## src/rtl/minmax_session_arbiter_if.sv

```systemverilog
// Bundles the sample-source and result ports of the min/max session arbiter.
// The slave modport is the arbiter's view. The master modport is the view of
// whatever drives the sample sources and consumes the results.
interface minmax_session_arbiter_if #(
    parameter int NREQ  = 4,
    parameter int LEN_W = 5,
    parameter int ID_W  = 2
) ();

    // Sample sources: one lane per requester.
    logic [NREQ-1:0]   REQ_VALID;
    logic [NREQ-1:0]   REQ_LAST;
    logic [NREQ*8-1:0] REQ_DATA;
    logic [NREQ-1:0]   REQ_READY;
    logic [NREQ-1:0]   GRANT;
    logic              BUSY;

    // Result port.
    logic              RES_VALID;
    logic              RES_READY;
    logic [ID_W-1:0]   RES_ID;
    logic [7:0]        RES_MAX;
    logic [7:0]        RES_MIN;
    logic [7:0]        RES_MID;
    logic [LEN_W-1:0]  RES_COUNT;

    modport slave (
        input  REQ_VALID, REQ_LAST, REQ_DATA, RES_READY,
        output REQ_READY, GRANT, BUSY,
        output RES_VALID, RES_ID, RES_MAX, RES_MIN, RES_MID, RES_COUNT
    );

    modport master (
        output REQ_VALID, REQ_LAST, REQ_DATA, RES_READY,
        input  REQ_READY, GRANT, BUSY,
        input  RES_VALID, RES_ID, RES_MAX, RES_MIN, RES_MID, RES_COUNT
    );

endinterface

```

## src/rtl/minmax_session_arbiter.sv

```systemverilog
// Round-robin arbiter that gives one signed min/max/midpoint statistics engine
// to NREQ sample sources. The granted source streams signed 8-bit samples as a
// session. A session ends on LAST or after MAX_LEN beats. The session's max,
// min, floor midpoint and beat count then go out on a valid/ready result port.
module minmax_session_arbiter #(
    parameter int NREQ    = 4,
    parameter int MAX_LEN = 16,
    parameter int LEN_W   = 5,
    parameter int ID_W    = 2
) (
    input  logic                      CLOCK,
    input  logic                      RESET,
    minmax_session_arbiter_if.slave   bus
);

    localparam logic [1:0] IDLE    = 2'd0;
    localparam logic [1:0] COLLECT = 2'd1;
    localparam logic [1:0] REPORT  = 2'd2;

    localparam logic [LEN_W-1:0] MAX_LEN_C = LEN_W'(MAX_LEN);
    localparam logic [ID_W-1:0]  LAST_ID   = ID_W'(NREQ - 1);

    // Session state.
    logic [1:0]        state_r;
    logic [ID_W-1:0]   ptr_r;
    logic [ID_W-1:0]   win_r;
    logic [NREQ-1:0]   grant_r;
    logic [LEN_W-1:0]  count_r;
    logic [7:0]        max_r;
    logic [7:0]        min_r;

    // Registered result.
    logic              res_valid_r;
    logic [ID_W-1:0]   res_id_r;
    logic [7:0]        res_max_r;
    logic [7:0]        res_min_r;
    logic [7:0]        res_mid_r;
    logic [LEN_W-1:0]  res_count_r;

    // Arbitration and datapath helpers.
    logic              arb_found;
    logic [ID_W-1:0]   arb_idx;
    int                scan_idx;
    logic [NREQ-1:0]   req_ready;
    logic              beat_ok;
    logic [7:0]        sel_data;
    logic              sel_last;
    logic [7:0]        nxt_max;
    logic [7:0]        nxt_min;
    logic [8:0]        mid_sum;
    logic [7:0]        nxt_mid;
    logic [LEN_W-1:0]  count_inc;
    logic              close_session;
    logic [ID_W-1:0]   nxt_ptr;

    // Pick the first valid requester at or after the pointer, wrapping once.
    always_comb begin
        // NOTE: every variable gets a default before any branch so no latch is inferred.
        arb_found = 1'b0;
        arb_idx   = '0;
        scan_idx  = 0;
        for (int k = 0; k < NREQ; k++) begin
            scan_idx = int'(ptr_r) + k;
            if (scan_idx >= NREQ) begin
                scan_idx = scan_idx - NREQ;
            end
            if (!arb_found && bus.REQ_VALID[scan_idx]) begin
                arb_found = 1'b1;
                arb_idx   = ID_W'(scan_idx);
            end
        end
    end

    // Steer the winner's lane onto the shared datapath.
    always_comb begin
        sel_data = 8'h00;
        sel_last = 1'b0;
        for (int i = 0; i < NREQ; i++) begin
            if (win_r == ID_W'(i)) begin
                sel_data = bus.REQ_DATA[i*8 +: 8];
                sel_last = bus.REQ_LAST[i];
            end
        end
    end

    // Only the grant holder sees READY, and only while a session is collecting.
    assign req_ready = (state_r == COLLECT) ? grant_r : '0;
    assign beat_ok   = |(bus.REQ_VALID & req_ready);

    // Running extremes including the beat that is being accepted now.
    always_comb begin
        nxt_max = max_r;
        nxt_min = min_r;
        if (count_r == '0) begin
            nxt_max = sel_data;
            nxt_min = sel_data;
        end else if ($signed(sel_data) > $signed(max_r)) begin
            nxt_max = sel_data;
        end else if ($signed(sel_data) < $signed(min_r)) begin
            nxt_min = sel_data;
        end
    end

    // The 9-bit sum of two sign-extended bytes cannot overflow. Dropping its
    // LSB is an arithmetic shift right, so the midpoint rounds toward -inf.
    assign mid_sum       = {nxt_max[7], nxt_max} + {nxt_min[7], nxt_min};
    assign nxt_mid       = mid_sum[8:1];
    assign count_inc     = count_r + LEN_W'(1);
    assign close_session = sel_last || (count_inc == MAX_LEN_C);
    assign nxt_ptr       = (win_r == LAST_ID) ? '0 : win_r + ID_W'(1);

    // Session sequencer: IDLE grants, COLLECT accumulates, REPORT waits for the consumer.
    always_ff @(posedge CLOCK or posedge RESET) begin
        if (RESET) begin
            // NOTE: the result registers are reset too, because they drive outputs that must read zero after reset.
            state_r     <= IDLE;
            ptr_r       <= '0;
            win_r       <= '0;
            grant_r     <= '0;
            count_r     <= '0;
            max_r       <= 8'h00;
            min_r       <= 8'h00;
            res_valid_r <= 1'b0;
            res_id_r    <= '0;
            res_max_r   <= 8'h00;
            res_min_r   <= 8'h00;
            res_mid_r   <= 8'h00;
            res_count_r <= '0;
        end else begin
            // NOTE: sequential state uses non-blocking assignments so every register samples pre-edge values.
            case (state_r)
                IDLE: begin
                    if (arb_found) begin
                        grant_r <= NREQ'(1) << arb_idx;
                        win_r   <= arb_idx;
                        count_r <= '0;
                        state_r <= COLLECT;
                    end
                end
                COLLECT: begin
                    if (beat_ok) begin
                        max_r   <= nxt_max;
                        min_r   <= nxt_min;
                        count_r <= count_inc;
                        if (close_session) begin
                            state_r     <= REPORT;
                            res_valid_r <= 1'b1;
                            res_id_r    <= win_r;
                            res_max_r   <= nxt_max;
                            res_min_r   <= nxt_min;
                            res_mid_r   <= nxt_mid;
                            res_count_r <= count_inc;
                        end
                    end
                end
                REPORT: begin
                    if (bus.RES_READY) begin
                        res_valid_r <= 1'b0;
                        grant_r     <= '0;
                        ptr_r       <= nxt_ptr;
                        state_r     <= IDLE;
                    end
                end
                default: begin
                    state_r <= IDLE;
                end
            endcase
        end
    end

    assign bus.REQ_READY = req_ready;
    assign bus.GRANT     = grant_r;
    assign bus.BUSY      = (state_r != IDLE);
    assign bus.RES_VALID = res_valid_r;
    assign bus.RES_ID    = res_id_r;
    assign bus.RES_MAX   = res_max_r;
    assign bus.RES_MIN   = res_min_r;
    assign bus.RES_MID   = res_mid_r;
    assign bus.RES_COUNT = res_count_r;

endmodule

```

## src/flat_wrapper.sv

```systemverilog
// flat-port wrapper written by rule: the top's interface ports become plain ports
module minmax_session_arbiter_flat 
#(
    parameter int NREQ    = 4,
    parameter int MAX_LEN = 16,
    parameter int LEN_W   = 5,
    parameter int ID_W    = 2
)
  (CLOCK, RESET, bus_REQ_VALID, bus_REQ_LAST, bus_REQ_DATA, bus_RES_READY, bus_REQ_READY, bus_GRANT, bus_BUSY, bus_RES_VALID, bus_RES_ID, bus_RES_MAX, bus_RES_MIN, bus_RES_MID, bus_RES_COUNT);
  minmax_session_arbiter_if #(.NREQ(NREQ), .LEN_W(LEN_W), .ID_W(ID_W)) bus_i ();
  input  logic CLOCK;
  input  logic RESET;
  input wire logic [$bits(bus_i.REQ_VALID)-1:0] bus_REQ_VALID;
  input wire logic [$bits(bus_i.REQ_LAST)-1:0] bus_REQ_LAST;
  input wire logic [$bits(bus_i.REQ_DATA)-1:0] bus_REQ_DATA;
  input wire logic [$bits(bus_i.RES_READY)-1:0] bus_RES_READY;
  output wire logic [$bits(bus_i.REQ_READY)-1:0] bus_REQ_READY;
  output wire logic [$bits(bus_i.GRANT)-1:0] bus_GRANT;
  output wire logic [$bits(bus_i.BUSY)-1:0] bus_BUSY;
  output wire logic [$bits(bus_i.RES_VALID)-1:0] bus_RES_VALID;
  output wire logic [$bits(bus_i.RES_ID)-1:0] bus_RES_ID;
  output wire logic [$bits(bus_i.RES_MAX)-1:0] bus_RES_MAX;
  output wire logic [$bits(bus_i.RES_MIN)-1:0] bus_RES_MIN;
  output wire logic [$bits(bus_i.RES_MID)-1:0] bus_RES_MID;
  output wire logic [$bits(bus_i.RES_COUNT)-1:0] bus_RES_COUNT;
  assign bus_i.REQ_VALID = bus_REQ_VALID;
  assign bus_i.REQ_LAST = bus_REQ_LAST;
  assign bus_i.REQ_DATA = bus_REQ_DATA;
  assign bus_i.RES_READY = bus_RES_READY;
  assign bus_REQ_READY = bus_i.REQ_READY;
  assign bus_GRANT = bus_i.GRANT;
  assign bus_BUSY = bus_i.BUSY;
  assign bus_RES_VALID = bus_i.RES_VALID;
  assign bus_RES_ID = bus_i.RES_ID;
  assign bus_RES_MAX = bus_i.RES_MAX;
  assign bus_RES_MIN = bus_i.RES_MIN;
  assign bus_RES_MID = bus_i.RES_MID;
  assign bus_RES_COUNT = bus_i.RES_COUNT;
  minmax_session_arbiter #(.NREQ(NREQ), .MAX_LEN(MAX_LEN), .LEN_W(LEN_W), .ID_W(ID_W)) u_core (.CLOCK(CLOCK), .RESET(RESET), .bus(bus_i));
endmodule
```

## config.mk

```make
export PLATFORM = sky130hd
export DESIGN_NAME = minmax_session_arbiter_flat
export DESIGN_NICKNAME = d
export VERILOG_FILES = /design/src/rtl/minmax_session_arbiter_if.sv /design/src/rtl/minmax_session_arbiter.sv /design/src/flat_wrapper.sv
export SDC_FILE = /design/constraint.sdc
export NUM_CORES = 1
export LEC_CHECK = 0
export ABC_CLOCK_PERIOD_IN_PS = 4800
export CELL_PAD_IN_SITES_DETAIL_PLACEMENT = 0
export CELL_PAD_IN_SITES_GLOBAL_PLACEMENT = 2
export CORE_MARGIN = 2
export CORE_UTILIZATION = 35
export CTS_CLUSTER_SIZE = 10
export DETAILED_ROUTE_END_ITERATION = 12
export DONT_BUFFER_PORTS = 1
export PLACE_DENSITY = 0.89
export SKIP_LAST_GASP = 1
export SYNTH_ARGS = -nofsm -noshare
export SYNTH_HDL_FRONTEND = slang
export SYNTH_SLANG_ARGS = --single-unit
```

## constraint.sdc

```tcl
create_clock -name CLOCK -period 4.8 [get_ports CLOCK]
set_input_delay 0.96 -clock CLOCK [delete_from_list [all_inputs] [get_ports CLOCK]]
set_output_delay 0.96 -clock CLOCK [all_outputs]
set_load 0.01 [all_outputs]
```

## After elaboration in Yosys (flattened, before gate mapping)

Index checks and enable logic that the tools add are counted.

| word-level totals | value |
|---|---|
| flip-flop bits (word level) | 63 |
| word-level logic and storage cells | 122 |

| operators by class | value |
|---|---|
| bitwise operators | 1 |
| mux-type cells | 54 |
| $lt $le $gt $ge | 10 |
| shifts and indexed selects | 1 |
| equal/unequal tests | 10 |
| reductions and logical operators | 23 |
| $add $sub $neg | 10 |

Operator list:

| cell | count |
|---|---|
| 32-bit by 4-bit < comparator with 1-bit output (second input constant) | 4 |
| 32-bit two-way mux | 4 |
| 32-bit by 4-bit >= comparator with 1-bit output (second input constant) | 3 |
| 32-bit by 4-bit subtractor with 32-bit output (second input constant) | 3 |
| 8-bit two-way mux | 9 |
| 1-bit two-way mux | 19 |
| 2-bit two-way mux | 9 |
| 4-bit two-way mux | 3 |
| 5-bit two-way mux | 2 |
| 5-bit one-hot mux with 2 select lines | 1 |
| 8-bit by 8-bit adder with 9-bit output | 1 |
| 3-bit AND reduction | 3 |
| 1-bit binary-select mux with 2-bit select | 4 |
| 8-bit > comparator | 1 |
| 8-bit < comparator | 1 |
| 4-bit one-hot mux with 2 select lines | 1 |
| 4-bit AND reduction | 2 |
| 2-bit nonzero test | 4 |
| 2-bit by 2-bit adder with 3-bit output (second input constant) | 2 |
| 2-bit == test (second input constant) | 3 |
| 2-bit by 1-bit inequality test with 1-bit output (second input constant) | 3 |
| 2-bit one-hot mux with 3 select lines | 1 |
| 2-bit AND reduction | 3 |
| 5-bit by 1-bit adder with 5-bit output (second input constant) | 1 |
| other kinds (16) | 22 |

## Logic depth before layout (Yosys ltp)

| depth | value |
|---|---|
| word-level depth | 18 |
| gate-level depth with buffers | 25 |

## Worst setup path after synthesis

Ideal clock, no wire load.

| path | value |
|---|---|
| path type | input port to flip-flop |
| start | input bus_REQ_DATA[13] |
| end | register u_core.res_mid_r[6], in the netlist u_core.bus.RES_MID[6] |
| arrival time | 4.437 ns |
| path buffers | 1 |
| stages on the path | 20 |
| setup slack | 0.262 ns |
| path through | a22oi_1 > nor2_1 > a21oi_1 > o21ai_0 > ha_1 > a21o_1 > a211oi_2 > a21oi_1 > a21oi_1 > nand2b_1 > clkbuf_1 > mux2i_1 > inv_1 > ha_1 > a21oi_1 > nor2b_1 > nor2_1 > o31ai_2 > or3_1 > o311ai_2 |

RTL lines:

| what | line | source |
|---|---|---|
| from (decl) | flat_wrapper.sv:15 | `input wire logic [$bits(bus_i.REQ_DATA)-1:0] bus_REQ_DATA;` |
| 8-bit two-way mux (3 in a row) | minmax_session_arbiter.sv:79 | `if (win_r == ID_W'(i)) begin` |
| 8-bit > comparator | minmax_session_arbiter.sv:97 | `end else if ($signed(sel_data) > $signed(max_r)) begin` |
| 8-bit two-way mux | minmax_session_arbiter.sv:97 |  |
| 8-bit two-way mux | minmax_session_arbiter.sv:94 | `if (count_r == '0) begin` |
| named net u_core.nxt_max[2] | minmax_session_arbiter.sv:48 | `logic [7:0] nxt_max;` |
| 8-bit by 8-bit adder with 9-bit output | minmax_session_arbiter.sv:106 | `assign mid_sum = {nxt_max[7], nxt_max} + {nxt_min[7], nxt_min};` |
| to (signal assigned) | minmax_session_arbiter.sv:151 | `res_mid_r <= nxt_mid;` |
| to (decl) | minmax_session_arbiter.sv:37 | `logic [7:0] res_mid_r;` |

The timed path passes the listed nets, and every way through them passes these cells.
A chain may end at the register's enable or synchronous reset.

## Worst setup path after layout

| path | value |
|---|---|
| start | register u_core.win_r[0] |
| end | register u_core.res_mid_r[6], in the netlist u_core.bus.RES_MID[6] |

| on the way | value |
|---|---|
| cells in the longest elaborated chain, start to end | 10 |

RTL lines:

| what | line | source |
|---|---|---|
| from (decl) | minmax_session_arbiter.sv:26 | `logic [ID_W-1:0] win_r;` |
| from (signal assigned) | minmax_session_arbiter.sv:135 | `win_r <= arb_idx;` |
| 2-bit zero test | minmax_session_arbiter.sv:79 |  |
| 8-bit two-way mux (3 in a row) | minmax_session_arbiter.sv:79 |  |
| 8-bit two-way mux * | minmax_session_arbiter.sv:79 |  |
| 8-bit < comparator | minmax_session_arbiter.sv:99 | `end else if ($signed(sel_data) < $signed(min_r)) begin` |
| 8-bit two-way mux | minmax_session_arbiter.sv:99 |  |
| 8-bit two-way mux | minmax_session_arbiter.sv:97 |  |
| 8-bit two-way mux * | minmax_session_arbiter.sv:94 |  |
| named net u_core.nxt_min[2] | minmax_session_arbiter.sv:49 | `logic [7:0] nxt_min;` |
| 8-bit by 8-bit adder with 9-bit output * | minmax_session_arbiter.sv:106 |  |

The timed path passes the listed nets; every way through them passes the cells marked *.

==> results.json <==
{
  "status": "complete, no violations",
  "antenna_found_initial": 0,
  "fp-row-count": 39,
  "timing_worst_setup_path_type": "reg2reg",
  "firstDrtPassIters": 4,
  "core_region_area_mm2": 0.01127,
  "cts_buffers": 9,
  "cp_top_family": "compound AO/OA/AOI/OAI gates",
  "grt_pass1_vias": 3224,
  "post-route-period-util": 0.9547,
  "synth_top_area_frac": 0.3936,
  "cp-end-kind": "register",
  "cp-start-kind": "register",
  "wl_um": 9824,
  "ant_nets": 0,
  "boundaryPins": 84,
  "via_per_inst": 5.257,
  "area_growth_pct": 21.15,
  "max_stage_delay_ns": 0.39,
  "fp.dieH_um": 111.0,
  "nets": 552,
  "fmax_ghz": 0.2182,
  "path_cells": "ha_1, buf_4, a22oi_1, nor2_1, a21oi_1, o21ai_2, ha_1, a21o_1, a211oi_4, nand3_2, a21oi_4, a21oi_4, mux2i_1, inv_1, ha_1, a21oi_2, nor2b_1, nor2_1, o31ai_2, or3_1, o311ai_2",
  "yosys_warnings": 0,
  "synth-seq-cells": 63,
  "worst_path_max_delay_cell": "dfrtp_1",
  "ys_types": 56,
  "slew_headroom": 0.4612,
  "hold_path_class": "reg2reg",
  "worst_pin_slew_ns": 0.8081,
  "finalHoldViolCount": 0,
  "grt_max_degree": 64,
  "tns_ns": 0,
  "synthArstFlopShare": 1.000,
  "insertion_delay_ns": 0.33,
  "layout_setup_ws_ns": 0.2176,
  "port_buffers": 0,
  "cts_buffer_depth": 2,
  "cp.required_ns": 5.03,
  "ys_seq_area_frac": 0.3936,
  "syn-num-nets": 522,
  "vias": 3296,
  "drt-initial-drc-count": 123,
  "yosys.area.top_type": "dfrtp_1",
  "diodes": 0,
  "tritoncts": "yes",
  "syn_area_per_cell_um2": 8.920,
  "crit_top_cell": "ha_1",
  "synthCells": 449,
  "place_hpwl_um": 7192,
  "synth_area_leaders": "dfrtp_1 (39%), ha_1 (9.1%), o21ai_0 (7.6%), nand2_1 (6.1%), inv_1 (3.6%)",
  "setup_viol": 0,
  "cts.sinks": 63,
  "drc": 0,
  "fin_crit_ns": 4.582,
  "syn_area_mm2": 0.004005,
  "grt_first_pass_wirelength_um": 15790,
  "start_util": 0.3553,
  "dieArea_mm2": 0.01231,
  "grt_overflow": 0,
  "fin_skew_ns": 0.008578,
  "synth-main-ff-cell": "dfrtp_1",
  "path_clk_slew_ns": 0.06,
  "die-width_um": 111.0,
  "synth_edf_count": 0,
  "critPathMaxFanout": 10,
  "critPathBufInv": 2,
  "cap_violations": 0,
  "gp_congestion": 0.8214,
  "wire_per_inst_um": 15.67,
  "slew_violations": 0,
  "critPathArrivalTime_ns": 4.81,
  "htreeDepth": 3,
  "cts_root_buf": "clkbuf_16",
  "gr-usage-all-layers": 0.1609,
  "cts_hold_buf": 0,
  "layout-drive-gt1-share": 0.2107,
  "pre_cts_slack_ns": -0.1687
}
stage by stage:
step | utilization | hold WS [ns] | instances | area (um^2)
2_1_floorplan | - | 0.4498 | 449 | 4005
3_3_place_gp | 0.3815 | 0.4633 | 603 | 4300
3_5_place_dp | 0.3815 | 0.4782 | 603 | 4300
4_1_cts | 0.4114 | 0.4894 | 619 | 4637
5_1_grt | 0.4305 | 0.5274 | 627 | 4852
6_report | 0.4305 | 0.4860 | 627 | 4852
synthesized netlist by cell type, types with 6 or more instances:
library cell   n
nand2b_1       6
o31ai_1        7
nor2b_1        7
ha_1          29
a21o_1         6
nor2_1        27
clkbuf_1      12
inv_1         38
o21ai_0       61
dfrtp_1       63
a22oi_1        6
a21oi_1       22
mux2_2         6
and2_1         7
mux2i_1       13
nand2_1       65
sequential cells by signal (all words and copies together), names as in the netlist:
register,count
u_core.bus.RES_ID,2
u_core.bus.GRANT,4
u_core.min_r,8
u_core.state_r,2
u_core.bus.RES_VALID,1
u_core.count_r,5
u_core.ptr_r,2
u_core.bus.RES_COUNT,5
u_core.bus.RES_MID,8
u_core.max_r,8
u_core.win_r,2
u_core.bus.RES_MIN,8
u_core.bus.RES_MAX,8
path summary, 6_finish.rpt:
path	from	endpoint	slack, ns	depth (start not counted)
hold reg to reg	u_core.max_r[5]	u_core.max_r[5]	0.49	2
setup / recovery	u_core.win_r[0]	u_core.bus.RES_MID[6]	0.22	21
min in group asynchronous	RESET	u_core.bus.RES_COUNT[4]	0.75	2
hold / removal	u_core.max_r[5]	u_core.max_r[5]	0.49	2
max in group asynchronous	RESET	u_core.min_r[3]	3.52	2
setup reg to reg	u_core.win_r[0]	u_core.bus.RES_MID[6]	0.22	21
cell type report:
class,instances,area (um^2)
Fill cell,1090,6420
Multi-Input combinational cell,326,2301
Sequential cell,63,1577
Timing Repair Buffer,41,320.3
Clock buffer,11,252.7
Tap cell,143,178.9
Inverter,38,142.6
Clock inverter,5,80.08
cell families after synthesis:
kind of cell / Yosys count / share of synthesized area
fa+ha+maj: 30 / 0.09560
xor+xnor: 7 / 0.01531
compound gates: 132 / 0.2127
simple gates: 138 / 0.1640
flops: 63 / 0.3936
mux: 19 / 0.04936
buf+inv: 60 / 0.06935
metal layers:
metal / GRT usage / share of wire
met1: 0.1896 / 0.42
met2: 0.2720 / 0.50
met3: 0.04210 / 0.042
met4: 0.07917 / 0.031
met5: 0 / 0
layout by cell type (no fill, tap or decap), drive strengths merged, types with 8 or more instances in the layout:
master / n
nor2: 27
a21oi: 24
buf: 41
o31ai: 8
mux2i: 13
clkbuf: 11
ha: 29
nand2: 65
inv: 38
dfrtp: 63
o21ai: 64
worst register-to-register path, stage by stage (launching register included):
cell and delay, ns:
dfrtp_1 0.39, ha_1 0.25, buf_4 0.19, a22oi_1 0.17, nor2_1 0.06, a21oi_1 0.16, o21ai_2 0.11, ha_1 0.32
a21o_1 0.21, a211oi_4 0.31, nand3_2 0.16, a21oi_4 0.26, a21oi_4 0.11, mux2i_1 0.26, inv_1 0.08, ha_1 0.35
a21oi_2 0.18, nor2b_1 0.07, nor2_1 0.12, o31ai_2 0.13, or3_1 0.35, o311ai_2 0.26
timing repair:
action                                  in CTS  in global routing
endpoints found under the setup margin       4                  5
pin swaps                                    0                 14
buffers inserted                             0                  8
resized for setup                            3                 30
Power is left out: the tool's default activity adds up to more than one toggle a clock period on the data nets, which glitch-free logic cannot reach.
